$ cat src/rtl/conv_scheduler_pkg.sv
// Shared types and constants for the convolution layer frame sequencer.
package conv_scheduler_pkg;

  localparam int unsigned PIXEL_WIDTH_OUT     = 8;
  localparam int unsigned KERNEL_NUM          = 24;
  localparam int unsigned KERNEL_COUNTER_BITS = $clog2(KERNEL_NUM);
  localparam int unsigned BITS_Q4_6           = 10;
  localparam int unsigned KWAIT_TIMEOUT       = 4;

  // One 3x3 kernel of signed/unsigned bytes as delivered by the kernel ROM.
  typedef logic [2:0][2:0][7:0] matrix_3x3_8bits;

  // One Q4.6 result per output channel.
  typedef logic [KERNEL_NUM-1:0][BITS_Q4_6-1:0] vector_8_Q4_6;

  typedef enum logic [2:0] {IDLE, LOAD, KWAIT, STREAM, DONE} sched_state_e;

endpackage

$ cat src/rtl/conv_result_serializer.sv
// Holds one KERNEL_NUM-wide result and emits it one channel per valid/ready transfer.
module conv_result_serializer
  import conv_scheduler_pkg::*;
(
  input  logic                         clk,
  input  logic                         rst_n,
  input  logic                         capture,
  input  vector_8_Q4_6                 result,
  input  logic                         ready,
  output logic                         valid,
  output logic [BITS_Q4_6-1:0]         data,
  output logic [KERNEL_COUNTER_BITS:0] ch,
  output logic                         last_ch_c,
  output logic                         full_nxt_c,
  output logic                         drop_c
);

  localparam int unsigned CH_W = KERNEL_COUNTER_BITS + 1;

  vector_8_Q4_6 held;
  logic         pop;
  logic         last_pop;
  logic         load;

  assign pop        = valid && ready;
  assign last_ch_c  = (ch == CH_W'(KERNEL_NUM - 1));
  assign last_pop   = pop && last_ch_c;
  // A capture is taken when the buffer is empty or is emptying this cycle.
  assign load       = capture && (!valid || last_pop);
  assign drop_c     = capture && !load;
  assign full_nxt_c = load || (valid && !last_pop);
  assign data       = held[ch[KERNEL_COUNTER_BITS-1:0]];

  // Buffer fill, channel stepping and drain.
  always_ff @(posedge clk or negedge rst_n) begin
    if (!rst_n) begin
      held  <= '0;
      valid <= 1'b0;
      ch    <= '0;
    end else if (load) begin
      held  <= result;
      valid <= 1'b1;
      ch    <= '0;
    end else if (pop) begin
      valid <= !last_pop;
      ch    <= last_pop ? '0 : ch + CH_W'(1);
    end
  end

endmodule

$ cat src/rtl/conv_scheduler.sv
// Frame sequencer: kernel burst load, pixel streaming and result serialisation.
module conv_scheduler
  import conv_scheduler_pkg::*;
#(
  parameter int unsigned IMG_W  = 8,
  parameter int unsigned IMG_H  = 8,
  parameter int unsigned ADDR_W = 5
) (
  input  logic                         clk_i,
  input  logic                         nreset_i,
  input  logic                         start_i,
  output logic [ADDR_W-1:0]            kernel_addr_o,
  input  matrix_3x3_8bits              kernel_data_i,
  output matrix_3x3_8bits              kernel_o,
  output logic                         kernel_valid_o,
  input  logic                         kernels_ready_i,
  input  logic                         in_valid_i,
  output logic                         in_ready_o,
  input  logic [PIXEL_WIDTH_OUT-1:0]   in_px_i,
  output logic                         px_rdy_o,
  output logic [PIXEL_WIDTH_OUT-1:0]   px_o,
  input  logic                         conv_px_rdy_i,
  input  vector_8_Q4_6                 conv_result_i,
  output logic                         out_valid_o,
  input  logic                         out_ready_i,
  output logic [BITS_Q4_6-1:0]         out_data_o,
  output logic [KERNEL_COUNTER_BITS:0] out_ch_o,
  output logic                         out_last_o,
  output logic                         busy_o,
  output logic                         done_o,
  output logic                         overrun_o
);

  localparam int unsigned NPX   = IMG_W * IMG_H;
  localparam int unsigned NRES  = (IMG_W - 2) * (IMG_H - 2);
  localparam int unsigned PX_W  = $clog2(NPX) + 1;
  localparam int unsigned RES_W = $clog2(NRES) + 1;
  localparam int unsigned LD_W  = KERNEL_COUNTER_BITS + 1;
  localparam int unsigned TO_W  = $clog2(KWAIT_TIMEOUT);

  sched_state_e     state;
  logic [PX_W-1:0]  px_cnt;
  logic [PX_W-1:0]  px_nxt;
  logic [RES_W-1:0] res_cnt;
  logic [RES_W-1:0] res_nxt;
  logic [LD_W-1:0]  ld_cnt;
  logic [TO_W-1:0]  wait_cnt;
  logic             streaming;
  logic             capture;
  logic             last_ch;
  logic             full_nxt;
  logic             drop;
  logic             frame_end_c;

  assign kernel_o   = kernel_data_i;
  assign streaming  = (state == STREAM);
  assign in_ready_o = streaming && !out_valid_o && (px_cnt < PX_W'(NPX));
  assign px_rdy_o   = in_valid_i && in_ready_o;
  assign px_o       = px_rdy_o ? in_px_i : '0;
  assign capture    = streaming && conv_px_rdy_i;
  assign px_nxt     = px_cnt + PX_W'(px_rdy_o);
  assign res_nxt    = (capture && (res_cnt < RES_W'(NRES))) ? res_cnt + RES_W'(1) : res_cnt;
  // Frame ends on the cycle whose updates complete all counts and drain the buffer.
  assign frame_end_c = streaming && (px_nxt == PX_W'(NPX)) && (res_nxt == RES_W'(NRES)) && !full_nxt;
  assign out_last_o  = out_valid_o && last_ch && (res_cnt == RES_W'(NRES));

  conv_result_serializer u_ser (
    .clk        (clk_i),
    .rst_n      (nreset_i),
    .capture    (capture),
    .result     (conv_result_i),
    .ready      (out_ready_i),
    .valid      (out_valid_o),
    .data       (out_data_o),
    .ch         (out_ch_o),
    .last_ch_c  (last_ch),
    .full_nxt_c (full_nxt),
    .drop_c     (drop)
  );

  // Frame FSM with its counters and registered control outputs.
  always_ff @(posedge clk_i or negedge nreset_i) begin
    if (!nreset_i) begin
      state          <= IDLE;
      px_cnt         <= '0;
      res_cnt        <= '0;
      ld_cnt         <= '0;
      wait_cnt       <= '0;
      kernel_addr_o  <= '0;
      kernel_valid_o <= 1'b0;
      busy_o         <= 1'b0;
      done_o         <= 1'b0;
      overrun_o      <= 1'b0;
    end else begin
      kernel_valid_o <= 1'b0;
      done_o         <= 1'b0;
      if (drop) overrun_o <= 1'b1;
      if (streaming) begin
        px_cnt  <= px_nxt;
        res_cnt <= res_nxt;
      end
      case (state)
        IDLE: begin
          if (start_i) begin
            state         <= LOAD;
            busy_o        <= 1'b1;
            overrun_o     <= 1'b0;
            px_cnt        <= '0;
            res_cnt       <= '0;
            ld_cnt        <= '0;
            kernel_addr_o <= '0;
          end
        end
        LOAD: begin
          if (ld_cnt < LD_W'(KERNEL_NUM)) begin
            kernel_valid_o <= 1'b1;
            ld_cnt         <= ld_cnt + LD_W'(1);
            if (ld_cnt < LD_W'(KERNEL_NUM - 1)) kernel_addr_o <= kernel_addr_o + ADDR_W'(1);
          end else begin
            state         <= KWAIT;
            wait_cnt      <= '0;
            kernel_addr_o <= '0;
          end
        end
        KWAIT: begin
          if (kernels_ready_i) begin
            state <= STREAM;
          end else if (wait_cnt == TO_W'(KWAIT_TIMEOUT - 1)) begin
            state     <= IDLE;
            busy_o    <= 1'b0;
            overrun_o <= 1'b1;
          end else begin
            wait_cnt <= wait_cnt + TO_W'(1);
          end
        end
        STREAM: begin
          if (frame_end_c) begin
            state  <= DONE;
            done_o <= 1'b1;
          end
        end
        DONE: begin
          state  <= IDLE;
          busy_o <= 1'b0;
        end
        default: begin
          state  <= IDLE;
          busy_o <= 1'b0;
        end
      endcase
    end
  end

endmodule

$ cat config.mk
export PLATFORM = sky130hd
export DESIGN_NAME = conv_scheduler
export DESIGN_NICKNAME = d
export VERILOG_FILES = /design/src/rtl/conv_scheduler_pkg.sv /design/src/rtl/conv_result_serializer.sv /design/src/rtl/conv_scheduler.sv
export SDC_FILE = /design/constraint.sdc
export NUM_CORES = 1
export LEC_CHECK = 0
export BUFFER_PORTS_ARGS = -buffer_cell sky130_fd_sc_hd__clkbuf_2
export CAP_MARGIN = 10
export CORE_MARGIN = 5
export CORE_UTILIZATION = 52
export DETAILED_ROUTE_END_ITERATION = 10
export PLACE_DENSITY = 0.8
export SLEW_MARGIN = 30
export SYNTH_ARGS = -nofsm -noshare
export SYNTH_HDL_FRONTEND = slang
export SYNTH_SLANG_ARGS = --single-unit
$ cat constraint.sdc
create_clock -name clk_i -period 3.7 [get_ports clk_i]
set_input_delay 0.74 -clock clk_i [delete_from_list [all_inputs] [get_ports clk_i]]
set_output_delay 0.74 -clock clk_i [all_outputs]
set_load 0.005 [all_outputs]
==> Word-level counts from Yosys, hierarchy flattened <==
Cells that the tools add are included.
{ "word_totals": {"ff_bits": 281, "inputBits": 327, "output_inout_bits": 109, "elab_cells": 141} }
{ "op_classes": {"addsub": 6, "n_lt_le_gt_ge": 5, "n_eq_ne": 17, "mux": 45, "bitwise": 1, "reduce_logical": 31} }
{ "op_table": {"columns": ["cell", "count"], "rows": [
  ["$bmux W10 S5", 1],
  ["$mux W7", 7],
  ["$mux W6", 5],
  ["$logic_and A1 B1 Y1", 15],
  ["$mux W3", 5],
  ["$mux W5", 3],
  ["$eq A7 B6 Y1 const B", 2],
  ["$mux W1", 13],
  ["$add A6 B1 Y6 const B", 2],
  ["$lt A6 B5 Y1 const B", 2],
  ["$ne A2 B2 Y1 const B", 6],
  ["$pmux W3 S4", 1],
  ["$pmux W6 S2", 1],
  ["$reduce_and A4 Y1", 3],
  ["$mux W10", 1],
  ["$pmux W5 S2", 1],
  ["$mux W8", 1],
  ["$add A7 B1 Y7", 1],
  ["$add A7 B1 Y7 const B", 1],
  ["$eq A7 B7 Y1 const B", 1],
  ["$lt A7 B6 Y1 const B", 1],
  ["$lt A7 B7 Y1 const B", 1],
  ["$eq A3 B2 Y1 const B", 2],
  ["$eq A6 B5 Y1 const B", 1],
  ["other kinds (18)", 28]
]} }

==> Logic depth before layout (Yosys ltp) <==
Gate-level depths: netlist of run 1.
{ "depth": {"depth_word": 11, "ltp_mapped": 12, "mapped_depth_nobuf": 11} }

==> Cells and area by module <==
A second synthesis of run 1 with hierarchy kept.
{ "hier_totals": {"hier_cells": 1047, "hier_area_um2": 13850.8} }
{ "modules_own_cells": {"columns": ["module", "instances", "cells_per_inst", "area_each_um2", "seq_area_each_um2"], "rows": [
  ["conv_result_serializer", 1, 772, 11373.4, 6180.9],
  ["conv_scheduler", 1, 275, 2477.4, 850.8]
]} }

==> Least setup slack after synthesis of run 1 <==
Ideal clock, no wire load.
{ "synth_path": {"path_kind": "flip-flop to flip-flop", "startpoint": "register state[1]", "endpoint": "register state[0]", "setup_ns": 0.126, "arrival_ns": 3.086, "required_time_ns": 3.574, "slack_ns": 0.488, "path_stages_with_launch": 13, "n_path_buf": 1, "synth_period_minus_slack_ns": 3.212, "cell_sequence": "dfrtp_1 -> clkbuf_1 -> nand3b_1 -> nor3_1 -> and2_1 -> ha_1 -> ha_1 -> and4_1 -> nand2_1 -> xor2_1 -> nor4b_4 -> a31o_1 -> a311o_1"} }
{ "synth_between": {"elab_chain_len": 11, "elab_cells_between_ends": 25, "cone_classes": "1 x add/sub; 9 x eq/ne; 2 x mux; 13 x reduce/logical"} }
{ "synth_rtl": {"columns": ["item", "line", "text"], "rows": [
  ["from (decl)", "conv_scheduler.sv:41", "sched_state_e state;"],
  ["from (signal assigned)", "conv_scheduler.sv:84", "state <= IDLE;"],
  ["from (signal assigned)", "conv_scheduler.sv:105", "state <= LOAD;"],
  ["from (signal assigned)", "conv_scheduler.sv:120", "state <= KWAIT;"],
  ["$eq A3 B2 Y1", "conv_scheduler.sv:56", "assign streaming = (state == STREAM);"],
  ["$logic_and A1 B1 Y1 (2 in a row)", "conv_scheduler.sv:57", "assign in_ready_o = streaming && !out_valid_o && (px_cnt < PX_W'(NPX));"],
  ["net in_ready_o", "conv_scheduler.sv:18", "output logic in_ready_o,"],
  ["$logic_and A1 B1 Y1", "conv_scheduler.sv:58", "assign px_rdy_o = in_valid_i && in_ready_o;"],
  ["net px_rdy_o", "conv_scheduler.sv:20", "output logic px_rdy_o,"],
  ["$add A7 B1 Y7", "conv_scheduler.sv:61", "assign px_nxt = px_cnt + PX_W'(px_rdy_o);"],
  ["$eq A7 B7 Y1", "conv_scheduler.sv:64", "assign frame_end_c = streaming && (px_nxt == PX_W'(NPX)) && (res_nxt == RES_W'(NRES)) && !full_nxt;"],
  ["$logic_and A1 B1 Y1 (3 in a row)", "conv_scheduler.sv:64", null],
  ["$ne A2 B1 Y1 (no line)", null, null],
  ["$reduce_and A4 Y1 (no line)", null, null]
]} }
The timed path passes the listed nets, and every way through them passes these cells.
A chain may end at the register's enable or synchronous reset.

==> Worst setup path in the final report of run 1 <==
{ "layout_path": {"startpoint": "register u_ser.ch[0]", "endpoint": "output out_data_o[0]"} }
{ "layout_between": {"elab_chain_len": 2} }
{ "layout_rtl": {"columns": ["item", "line", "text"], "rows": [
  ["from (decl)", "conv_result_serializer.sv:12", "output logic [KERNEL_COUNTER_BITS:0] ch,"],
  ["from (signal assigned)", "conv_result_serializer.sv:46", "ch <= last_pop ? '0 : ch + CH_W'(1);"],
  ["$bmux W10 S5", "conv_result_serializer.sv:32", "assign data = held[ch[KERNEL_COUNTER_BITS-1:0]];"],
  ["$mux W10 (not written as such)", "conv_result_serializer.sv:32", null],
  ["to (decl)", "conv_scheduler.sv:26", "output logic [BITS_Q4_6-1:0] out_data_o,"]
]} }
No other way between the ends. The select of a mux whose other input is x is not followed.

==> out/metrics.yaml, run 1 <==
setup_path:
  startpoint_type: "flip-flop"
  worstPathRequired_ps: 2960
  cp_data_arrival_time_ps: 2770
  end_kind: "output port"
  crit_start: "u_ser.ch[0]"
  critPathKind: "flip-flop to output port"
  worstPathMaxFanout: 12
  reg2reg_from: "state[1]"
cts:
  clock_latency_ps: 560
  clock-sinks: 281
  post_cts_resized: 0
  cts_made_buffers: 29
  clockRootBuffer: "clkbuf_16"
  cts_tree: "yes"
  clk_pin_slew_ps: 60
  clockBufferDepth: 3
  h-tree-depth: 1
timing:
  maxSlewViolCount: 0
  fin_crit_ps: 3510
  tightest_slew_ps: 919
  skew_ps: 14.7
  finalSetupTns_ps: 0
  setup_viol: 0
  rsz0062_at_grt: "false"
  fin_hold_ws_ps: 108
  relSlewSlack_pct: 38.7
  max_freq_mhz: 285
  hold_viol: 0
  finalCritPeriodShare_pct: 95.0
  layout_setup_ws_ps: 186
route:
  post_drt_wl_per_cell_um: 23.8
  wl_met1_um: 13500
  route.detailed.drc: 0
  firstDrtPassIters: 4
  drt-total-wl_um: 36400
  drt-vias-per-instance: 5.75
  wl_met2_um: 18100
  top_layer: "met5"
  drt_iter0_drc: 578
  dr_total_vias: 8797
  postRouteAntennaNets: 0
  wl_met3_um: 3020
synthesis:
  syn_area_um2: 13600
  ys_ff_latch: 281
  syn-num-nets: 1284
  synth_async_sr_flop_share_pct: 100
  synth_cell_types: 53
  synth_edf_count: 0
  synth_cells: 949
  avgSynthCellArea_um2: 14.4
  synthFlopType: "dfrtp_1"
  ys_seq_area_share_pct: 51.6
  yosysWarnings: 0
placement:
  place_congestion: 0.855
  hpwl_um: 26700
  io_buffers: 291
  place_area_um2: 14900
  pre_cts_ws_ps: 580
  place_inst: 1463
global_route:
  grt_pass1_vias: 9355
  antenna_found_initial: 7
  grtUsageTotal_pct: 24.1
  grt_pass1_wl_um: 54200
  grt_max_degree: 157
  overflow: 0
final_layout:
  num-fill-cells: 1974
  layout.nets: 1503
  syn2layout_area_growth_pct: 17.6
  drive_above_1_share_pct: 58.0
  stdcell_count: 1529
  finalInstanceArea_um2: 16000
floorplanning:
  start_util_pct: 52.6
  core-area_um2: 25900
  rows: 59
  die_w_um: 172
  die_area_um2: 29600
  io_pins: 436
  die_y_um: 172
hold_path:
  min_path_type: "primary input to asynchronous set/reset pin"
power_and_ir_drop:
  ir_drop_mv: 0.475
  powerDensity_nw_per_um2: 841
  leakagePower_nw: 7.64
job:
  maxCapViolations: 0
status:
  status: "finished, final reports clean"
power by group:
part           switching [mW]  internal [mW]  total (mW)  leakage [nW]
clock network            1.23           1.82        3.06         0.503
registers               0.932           4.49        5.42          3.53
logic                    2.10           2.92        5.01          3.62
metrics by stage:
| stage | power (mW) | util, % |
|---|---|---|
| 6_report | 13.5 | 61.9 |
| 5_1_grt | 14.2 | 61.9 |
| 4_1_cts | 13.5 | 61.6 |
| 3_5_place_dp | 10.4 | 57.7 |
| 3_3_place_gp | 10.2 | 57.6 |
| 2_1_floorplan | 8.66 | - |
layout make-up:
class / count / area, µm² / share of cell area, %
Tap cell: 335 / 419 / 2.61
Antenna cell: 4 / 10.0 / 0.0624
Clock buffer: 45 / 906 / 5.65
Timing Repair Buffer: 316 / 1730 / 10.8
Clock inverter: 8 / 111 / 0.694
Sequential cell: 281 / 7040 / 43.9
Inverter: 9 / 33.8 / 0.211
Multi-Input combinational cell: 531 / 5780 / 36.1
logic make-up (layout without fill, tap and decap cells):
group	Yosys count	after routing	share of synthesized area (%)
multiplexers	328	328	32.7
flip-flops	281	281	51.6
buffers and inverters	137	378	6.14
AND/OR/NAND/NOR	125	125	4.98
AO/OA/AOI/OAI	56	56	2.95
XOR/XNOR	14	14	0.899
adder cells (fa/ha/maj)	8	8	0.734
other	0	4	0
path summary, 6_finish.rpt:
check                                        to  slack (ps)  depth (start not counted)
worst max-delay path              out_data_o[0]         190                          5
worst min-delay path                 res_cnt[0]         110                          1
worst max register to register         state[0]         560                         12
worst min register to register      wait_cnt[1]         500                          2
max in group asynchronous       u_ser.held[217]        2660                          2
min in group clk_i                u_ser.held[7]         410                          2
cell usage after synthesis (2+ instances only):
cell       count  area [µm²]
buf_2         32         160
o21ai_0       16        80.1
nand2_1       40         150
nand2b_1       3        18.8
buf_1          7        26.3
mux4_2        70        1580
ha_1           8         100
nor2_1        27         101
o22ai_1        2        12.5
nor2b_1        3        18.8
a31oi_1        4        25.0
nor4b_1        3        26.3
dfrtp_1      281        7030
inv_1          8        30.0
nand3_1       11        55.1
mux2i_1       15         150
o2bb2ai_1     10        87.6
xnor2_1        3        26.3
nor3_1         6        30.0
xor2_1        11        96.3
mux2_2       242        2730
buf_4         75         563
clkbuf_1      13        48.8
and3_1        12        75.1
nand4_1        6        37.5
a21oi_1       11        55.1
nor3b_1        3        22.5
and4_1         2        17.5
flip-flops by register name (all words and copies together) (netlist names), 2 cells and up:
signal         count
u_ser.held       240
u_ser.ch           6
res_cnt            7
wait_cnt           2
kernel_addr_o      5
state              3
ld_cnt             6
px_cnt             7
timing repair:
item	CTS	global route
buffers inserted	0	9
hold buffers	0	0
setup endpoints to repair	0	1
cells in the final DEF, fill, tap and decap left out, drive strengths merged, types with 6 or more instances in the layout:
cell type / count
mux2: 243
mux2i: 15
nand4: 6
buf: 26
ha: 8
xor2: 11
nand3: 11
o21ai: 16
inv: 10
a21oi: 11
nand2: 40
o2bb2ai: 10
nor3: 7
clkbuf: 335
dfrtp: 281
nor2: 27
mux4: 70
and3: 12
critical path, stage by stage (launching register included):
cell and delay (ps):
dfrtp_4 550, buf_4 260, mux4_2 530, mux4_2 530, o2bb2ai_1 200, clkbuf_2 150
routing by layer:
layer	track usage (%)	vias up
met5	0	-
li1	-	3863
met1	29.7	4444
met3	6.45	94
met2	40.4	390
met4	10.0	6
(Power assumes the default switching activity.)
==> run 2: changes to the inputs <==
--- a/config.mk
+++ b/config.mk
@@ -7,10 +7,12 @@
 export LEC_CHECK = 0
 export BUFFER_PORTS_ARGS = -buffer_cell sky130_fd_sc_hd__clkbuf_2
 export CAP_MARGIN = 10
+export CELL_PAD_IN_SITES_DETAIL_PLACEMENT = 0
+export CELL_PAD_IN_SITES_GLOBAL_PLACEMENT = 2
 export CORE_MARGIN = 5
-export CORE_UTILIZATION = 52
+export CORE_UTILIZATION = 34
 export DETAILED_ROUTE_END_ITERATION = 10
-export PLACE_DENSITY = 0.8
+export PLACE_DENSITY = 0.79
 export SLEW_MARGIN = 30
 export SYNTH_ARGS = -nofsm -noshare
 export SYNTH_HDL_FRONTEND = slang
==> run 2 against run 1 <==
- largest power group unchanged
- via count fell by 1.6%
- global-route usage shrank 6.7 points
- cell count rose by 13%
- setup slack worse by 26 ps
- clock power increased by 12%
- sequential power grew 1%
- core utilization down 21 points
==> out/metrics.yaml, run 2 (synthesis gave the netlist of run 1 again) <==
status:
  status: "finished, final reports clean"  # unchanged
setup_path:
  crit_family: "multiplexers"  # unchanged
  critPathKind: "flip-flop to output port"  # unchanged
  crit_top_cell: "mux4_2"  # unchanged
  startpoint_type: "flip-flop"  # unchanged
  cp_slowest_cell: "dfrtp_4"  # unchanged
  cp_data_arrival_time_ps: 2800  # was 2770 ps
  end_kind: "output port"  # unchanged
  reg2reg_from: "u_ser.ch[1]"  # was state[1]
  worstPathMaxFanout: 38  # was 12
  crit_path_max_incr_delay_ps: 800  # was 550 ps
  crit_start: "u_ser.ch[1]"  # was u_ser.ch[0]
  worstPathRequired_ps: 2960  # about the same
  crit_buf_inv: 2  # unchanged
  path_cells: "buf_4 > mux4_2 > mux4_2 > o2bb2ai_1 > clkbuf_2"  # unchanged
floorplanning:
  start_util_pct: 34.3  # was 52.6%
  rows: 73  # was 59
  core-area_um2: 39700  # was 25900 µm²
  die_w_um: 210  # was 172 µm
  die_area_um2: 44200  # was 29600 µm²
  die_y_um: 210  # was 172 µm
  io_pins: 436  # unchanged
job:
  maxCapViolations: 0  # unchanged
hold_path:
  min_path_type: "primary input to asynchronous set/reset pin"  # unchanged
timing:
  fin_crit_ps: 3540  # was 3510 ps
  rsz0062_at_grt: "false"  # unchanged
  finalSetupTns_ps: 0  # unchanged
  tightest_slew_ps: 866  # was 919 ps
  layout_setup_ws_ps: 160  # was 186 ps
  skew_ps: 15.5  # was 14.7 ps
  max_freq_mhz: 282  # was 285 MHz
  setup_viol: 0  # unchanged
  maxSlewViolCount: 0  # unchanged
  hold_viol: 0  # unchanged
  finalCritPeriodShare_pct: 95.7  # was 95.0%
  fin_hold_ws_ps: 124  # was 108 ps
  relSlewSlack_pct: 42.2  # was 38.7%
route:
  route.detailed.drc: 0  # unchanged
  drt-total-wl_um: 39000  # was 36400 µm
  drt-vias-per-instance: 5.01  # was 5.75
  postRouteAntennaNets: 0  # unchanged
  dr_total_vias: 8656  # was 8797
  post_drt_wl_per_cell_um: 22.6  # was 23.8 µm
  drt_iter0_drc: 531  # was 578
  firstDrtPassIters: 5  # was 4
placement:
  pre_cts_ws_ps: 487  # was 580 ps
  place_congestion: 0.842  # was 0.855
  hpwl_um: 29400  # was 26700 µm
  io_buffers: 291  # unchanged
  place_area_um2: 15200  # was 14900 µm²
cts:
  cts_tree: "yes"  # unchanged
  post_cts_resized: 0  # unchanged
  holdBufCountCts: 0  # unchanged
  clock_latency_ps: 540  # was 560 ps
  clockBufferDepth: 3  # unchanged
  cts_made_buffers: 35  # was 29
  clk_pin_slew_ps: 60  # about the same
  h-tree-depth: 2  # was 1
  clockRootBuffer: "clkbuf_16"  # unchanged
  cts_setup_buffers: 1  # was 0
  clock-sinks: 281  # unchanged
power_and_ir_drop:
  ir_drop_mv: 0.322  # was 0.475 mV
  leakagePower_nw: 7.73  # was 7.64 nW
  powerDensity_nw_per_um2: 841  # about the same
global_route:
  grt_max_degree: 95  # was 157
  grt_pass1_wl_um: 58100  # was 54200 µm
  grt_pass1_vias: 9348  # was 9355
  grtUsageTotal_pct: 17.3  # was 24.1%
  overflow: 0  # unchanged
  antenna_found_initial: 3  # was 7
final_layout:
  drive_above_1_share_pct: 58.3  # was 58.0%
  finalInstanceArea_um2: 16400  # was 16000 µm²
  syn2layout_area_growth_pct: 20.4  # was 17.6%
  final_common_cell: "clkbuf_2"  # unchanged
  final_cell_mix: "290 x clkbuf_2, 278 x dfrtp_1, 242 x mux2_2, 70 x mux4_2, 40 x nand2_1"  # unchanged
  largest_reg_flops: 240  # unchanged
  top_regs: "u_ser.held: 240 flops, px_cnt: 7 flops, res_cnt: 7 flops"  # unchanged
  layout.nets: 1511  # was 1503
  largest-register: "u_ser.held"  # unchanged
run 2: cell count changes in the layout (fill, tap and decap cells not counted), sizes merged:
cell / previous run / this run
diode: 4 / 2
clkinvlp: 1 / 0
clkinv: 4 / 12
inv: 10 / 11
clkbuf: 335 / 337
buf: 26 / 28
run 2: per-layer routing:
metal / global-route usage (%) / wire length, µm / vias to the layer above / share of wire [%]
met5: 0 / 0 / - / 0
met4: 6.57 / 1390 / 0 / 3.6
met3: 4.26 / 2330 / 93 / 6.0
met2: 28.2 / 18900 / 305 / 48
met1: 22.6 / 16400 / 4377 / 42
li1: - / - / 3881 / -
run 2: power breakdown:
part	leakage [nW]	switching, mW	internal, mW
Clock	0.583	1.37	2.05
Combinational	3.62	2.02	2.88
Sequential	3.53	0.997	4.49
run 2: cell type report:
type	instances	area, µm²
multi-input combinational	531	5780
sequential	281	7040
clock inverter	16	168
timing repair buffer	318	1740
fill	3756	23300
inverter	9	33.8
tap	525	657
clock buffer	47	991
antenna	2	5.00
run 2: worst paths after layout:
kind                                    to  slack, ps  cells after the start
setup / recovery             out_data_o[4]        160                      5
hold / removal                  res_cnt[4]        120                      1
setup reg to reg           u_ser.held[129]        740                      6
hold reg to reg                wait_cnt[1]        490                      2
max in group asynchronous  u_ser.held[220]       2620                      2
min in group clk_i         u_ser.held[222]        420                      2
run 2: worst register-to-register path, delay by kind of cell (launching register included):
kind | cells | cell delay [ps]
AO/OA/AOI/OAI | 1 | 450
AND/OR/NAND/NOR | 2 | 530
multiplexers | 1 | 340
adder cells (fa/ha/maj) | 1 | 310
buffers and inverters | 1 | 410
flip-flops | 1 | 800
run 2: per-stage QoR:
step / utilization (%) / cells / power, mW
2_1_floorplan: - / 949 / 8.66
3_3_place_gp: 38.3 / 1659 / 10.4
3_5_place_dp: 38.3 / 1659 / 10.5
4_1_cts: 41.2 / 1723 / 14.0
5_1_grt: 41.3 / 1729 / 14.6
6_report: 41.3 / 1729 / 13.8
==> run 3: changes to the inputs <==
--- a/config.mk
+++ b/config.mk
@@ -7,12 +7,10 @@
 export LEC_CHECK = 0
 export BUFFER_PORTS_ARGS = -buffer_cell sky130_fd_sc_hd__clkbuf_2
 export CAP_MARGIN = 10
-export CELL_PAD_IN_SITES_DETAIL_PLACEMENT = 0
-export CELL_PAD_IN_SITES_GLOBAL_PLACEMENT = 2
 export CORE_MARGIN = 5
-export CORE_UTILIZATION = 34
+export CORE_UTILIZATION = 52
 export DETAILED_ROUTE_END_ITERATION = 10
-export PLACE_DENSITY = 0.79
+export PLACE_DENSITY = 0.8
 export SLEW_MARGIN = 30
 export SYNTH_ARGS = -nofsm -noshare
 export SYNTH_HDL_FRONTEND = slang
==> constraint.sdc (replaced) <==
create_clock -name clk_i -period 3.7 [get_ports clk_i]
set_input_delay 0.185 -clock clk_i [delete_from_list [all_inputs] [get_ports clk_i]]
set_output_delay 0.185 -clock clk_i [all_outputs]
set_load 0.005 [all_outputs]
==> run 3 against run 2 <==
- setup slack gained 310 ps
- wire length is 9.1% higher
- first-iteration DRC count increased by 32%
- die area decreased by 33%
- global-route usage up 11 points
- combinational power rose by 8.4%
- sequential share of layout area is 4.6 points lower
- critical path type is now flip-flop to flip-flop
- critical endpoint is now state[0]
==> out/metrics.yaml, run 3 (synthesis gave the netlist of run 1 again) <==
timing:
  hold_viol: 0  # unchanged
  tightest_slew_ps: 810  # was 866 ps
  setup_viol: 0  # unchanged
  skew_ps: 11.4  # was 15.5 ps
  fin_crit_ps: 3230  # was 3540 ps
  max_freq_mhz: 310  # was 282 MHz
  maxSlewViolCount: 0  # unchanged
  relSlewSlack_pct: 46.0  # was 42.2%
  finalSetupTns_ps: 0  # unchanged
  fin_hold_ws_ps: 49.5  # was 124 ps
  rsz0062_at_grt: "false"  # unchanged
  finalCritPeriodShare_pct: 87.2  # was 95.7%
route:
  dr_total_vias: 9934  # was 8656
  post_drt_wl_per_cell_um: 24.2  # was 22.6 µm
  postRouteAntennaNets: 0  # unchanged
  firstDrtPassIters: 5  # unchanged
  drt-vias-per-instance: 5.63  # was 5.01
  route.detailed.drc: 0  # unchanged
  drt_iter0_drc: 700  # was 531
  drt-total-wl_um: 42600  # was 39000 µm
floorplanning:
  rows: 59  # was 73
  die_area_um2: 29600  # was 44200 µm²
  start_util_pct: 52.6  # was 34.3%
  io_pins: 436  # unchanged
  die_w_um: 172  # was 210 µm
  core-area_um2: 25900  # was 39700 µm²
  die_y_um: 172  # was 210 µm
final_layout:
  top_regs: "u_ser.held: 240 flops, px_cnt: 7 flops, res_cnt: 7 flops"  # unchanged
  num-fill-cells: 1598  # was 3756
  drive_above_1_share_pct: 47.6  # was 58.3%
  syn2layout_area_growth_pct: 34.7  # was 20.4%
  seqCellArea_um2: 7040  # about the same
  largest-register: "u_ser.held"  # unchanged
  multiInputGateArea_um2: 5780  # unchanged
  final_cell_mix: "290 x clkbuf_2, 278 x dfrtp_1, 242 x mux2_2, 242 x dlygate4sd3_1, 70 x mux4_2"  # was 290 x clkbuf_2, 278 x dfrtp_1, 242 x mux2_2, 70 x mux4_2, 40 x nand2_1
  final_common_cell: "clkbuf_2"  # unchanged
  layout.nets: 1740  # was 1511
  largest_reg_flops: 240  # unchanged
cts:
  clock_latency_ps: 550  # was 540 ps
  post_cts_resized: 0  # unchanged
  holdBufCountCts: 242  # was 0
  clock-sinks: 281  # unchanged
  clk_pin_slew_ps: 60  # about the same
  cts_tree: "yes"  # unchanged
  clockBufferDepth: 3  # unchanged
  cts_made_buffers: 30  # was 35
  clockRootBuffer: "clkbuf_16"  # unchanged
  cts_setup_buffers: 0  # was 1
  h-tree-depth: 1  # was 2
power_and_ir_drop:
  powerDensity_nw_per_um2: 748  # was 841 nW/µm²
  leakagePower_nw: 8.60  # was 7.73 nW
  power_mw: 13.8  # about the same
  ir_drop_mv: 0.592  # was 0.322 mV
global_route:
  grt_pass1_vias: 11100  # was 9348
  grt_pass1_wl_um: 64600  # was 58100 µm
  grtUsageTotal_pct: 28.5  # was 17.3%
  overflow: 0  # unchanged
  grt_max_degree: 104  # was 95
  antenna_found_initial: 1  # was 3
placement:
  io_buffers: 291  # unchanged
  hpwl_um: 26000  # was 29400 µm
  place_congestion: 0.857  # was 0.842
setup_path:
  cp_slowest_cell: "dfrtp_1"  # was dfrtp_4
  worstPathRequired_ps: 4130  # was 2960 ps
  critPathKind: "flip-flop to flip-flop"  # was flip-flop to output port
  crit_family: "simple AND/OR/NAND/NOR gates"  # was multiplexers
  cp_data_arrival_time_ps: 3660  # was 2800 ps
  crit_buf_inv: 1  # was 2
  crit_path_max_incr_delay_ps: 610  # was 800 ps
  end_kind: "flip-flop"  # was output port
  worstPathMaxFanout: 13  # was 38
  crit_top_cell: "ha_1"  # was mux4_2
  path_cells: "nand3b_1 > nor3_1 > buf_4 > and2_1 > ha_1 > ha_1 > and4_1 > nand2_1 > xor2_1 > nor4b_4 > a31o_1 > a311o_1"  # was buf_4 > mux4_2 > mux4_2 > o2bb2ai_1 > clkbuf_2
  startpoint_type: "flip-flop"  # unchanged
hold_path:
  min_path_type: "primary input to flip-flop"  # was primary input to asynchronous set/reset pin
status:
  status: "finished, final reports clean"  # unchanged
job:
  maxCapViolations: 0  # unchanged
[run 3: changes by cell type in the layout (fill, tap and decap cells not counted), sizes merged]
cell         before  now
clkbuf          337  338
inv              11    8
buf              28   20
dlygate4sd3       0  242
clkinv           12    5
diode             2    1
[run 3: routing by layer]
layer  GRT usage (%)  part of all wire, %
met1            33.1                   36
met2            50.4                   51
met3            6.29                  7.1
met4            13.5                  5.8
met5               0                    0
[run 3: area by class of cell]
cell class / instances / area share [%]
diodes: 1 / 0.0136
clock buffers: 48 / 4.89
clock inverters: 6 / 0.497
inverters: 9 / 0.184
multi-input cells: 531 / 31.5
flip-flops and latches: 281 / 38.3
well taps: 335 / 2.28
repair buffers: 552 / 22.3
[run 3: where the power goes]
group | switching [mW] | internal (mW) | total, mW
Sequential | 0.917 | 4.49 | 5.41
Clock | 1.23 | 1.79 | 3.02
Combinational | 2.32 | 3.00 | 5.32
[run 3: final timing paths]
kind / startpoint / endpoint / slack [ps] / cells past startpoint
min in group asynchronous: nreset_i / u_ser.held[115] / 250 / 2
min: out_ready_i / u_ser.ch[1] / 50 / 4
max in group asynchronous: nreset_i / u_ser.held[189] / 2470 / 3
max reg2reg: state[1] / state[0] / 470 / 12
min reg2reg: u_ser.held[148] / u_ser.held[148] / 500 / 1
max: state[1] / state[0] / 470 / 12
[run 3: tightest hold or removal path, stage by stage]
cell and delay, ps:
clkbuf_2 150, o21ai_0 100, nand2_1 50, o21ai_0 60
[run 3: stage by stage]
step | util (%) | setup WS [ps] | cells | area (µm²)
after global routing | 70.9 | 281 | 1763 | 18400
after floorplan | - | 488 | 949 | 13600
after CTS | 70.9 | 528 | 1762 | 18400
after global placement | 57.7 | 688 | 1466 | 15000
after detailed placement | 57.7 | 545 | 1466 | 15000
final | 70.9 | 474 | 1763 | 18400
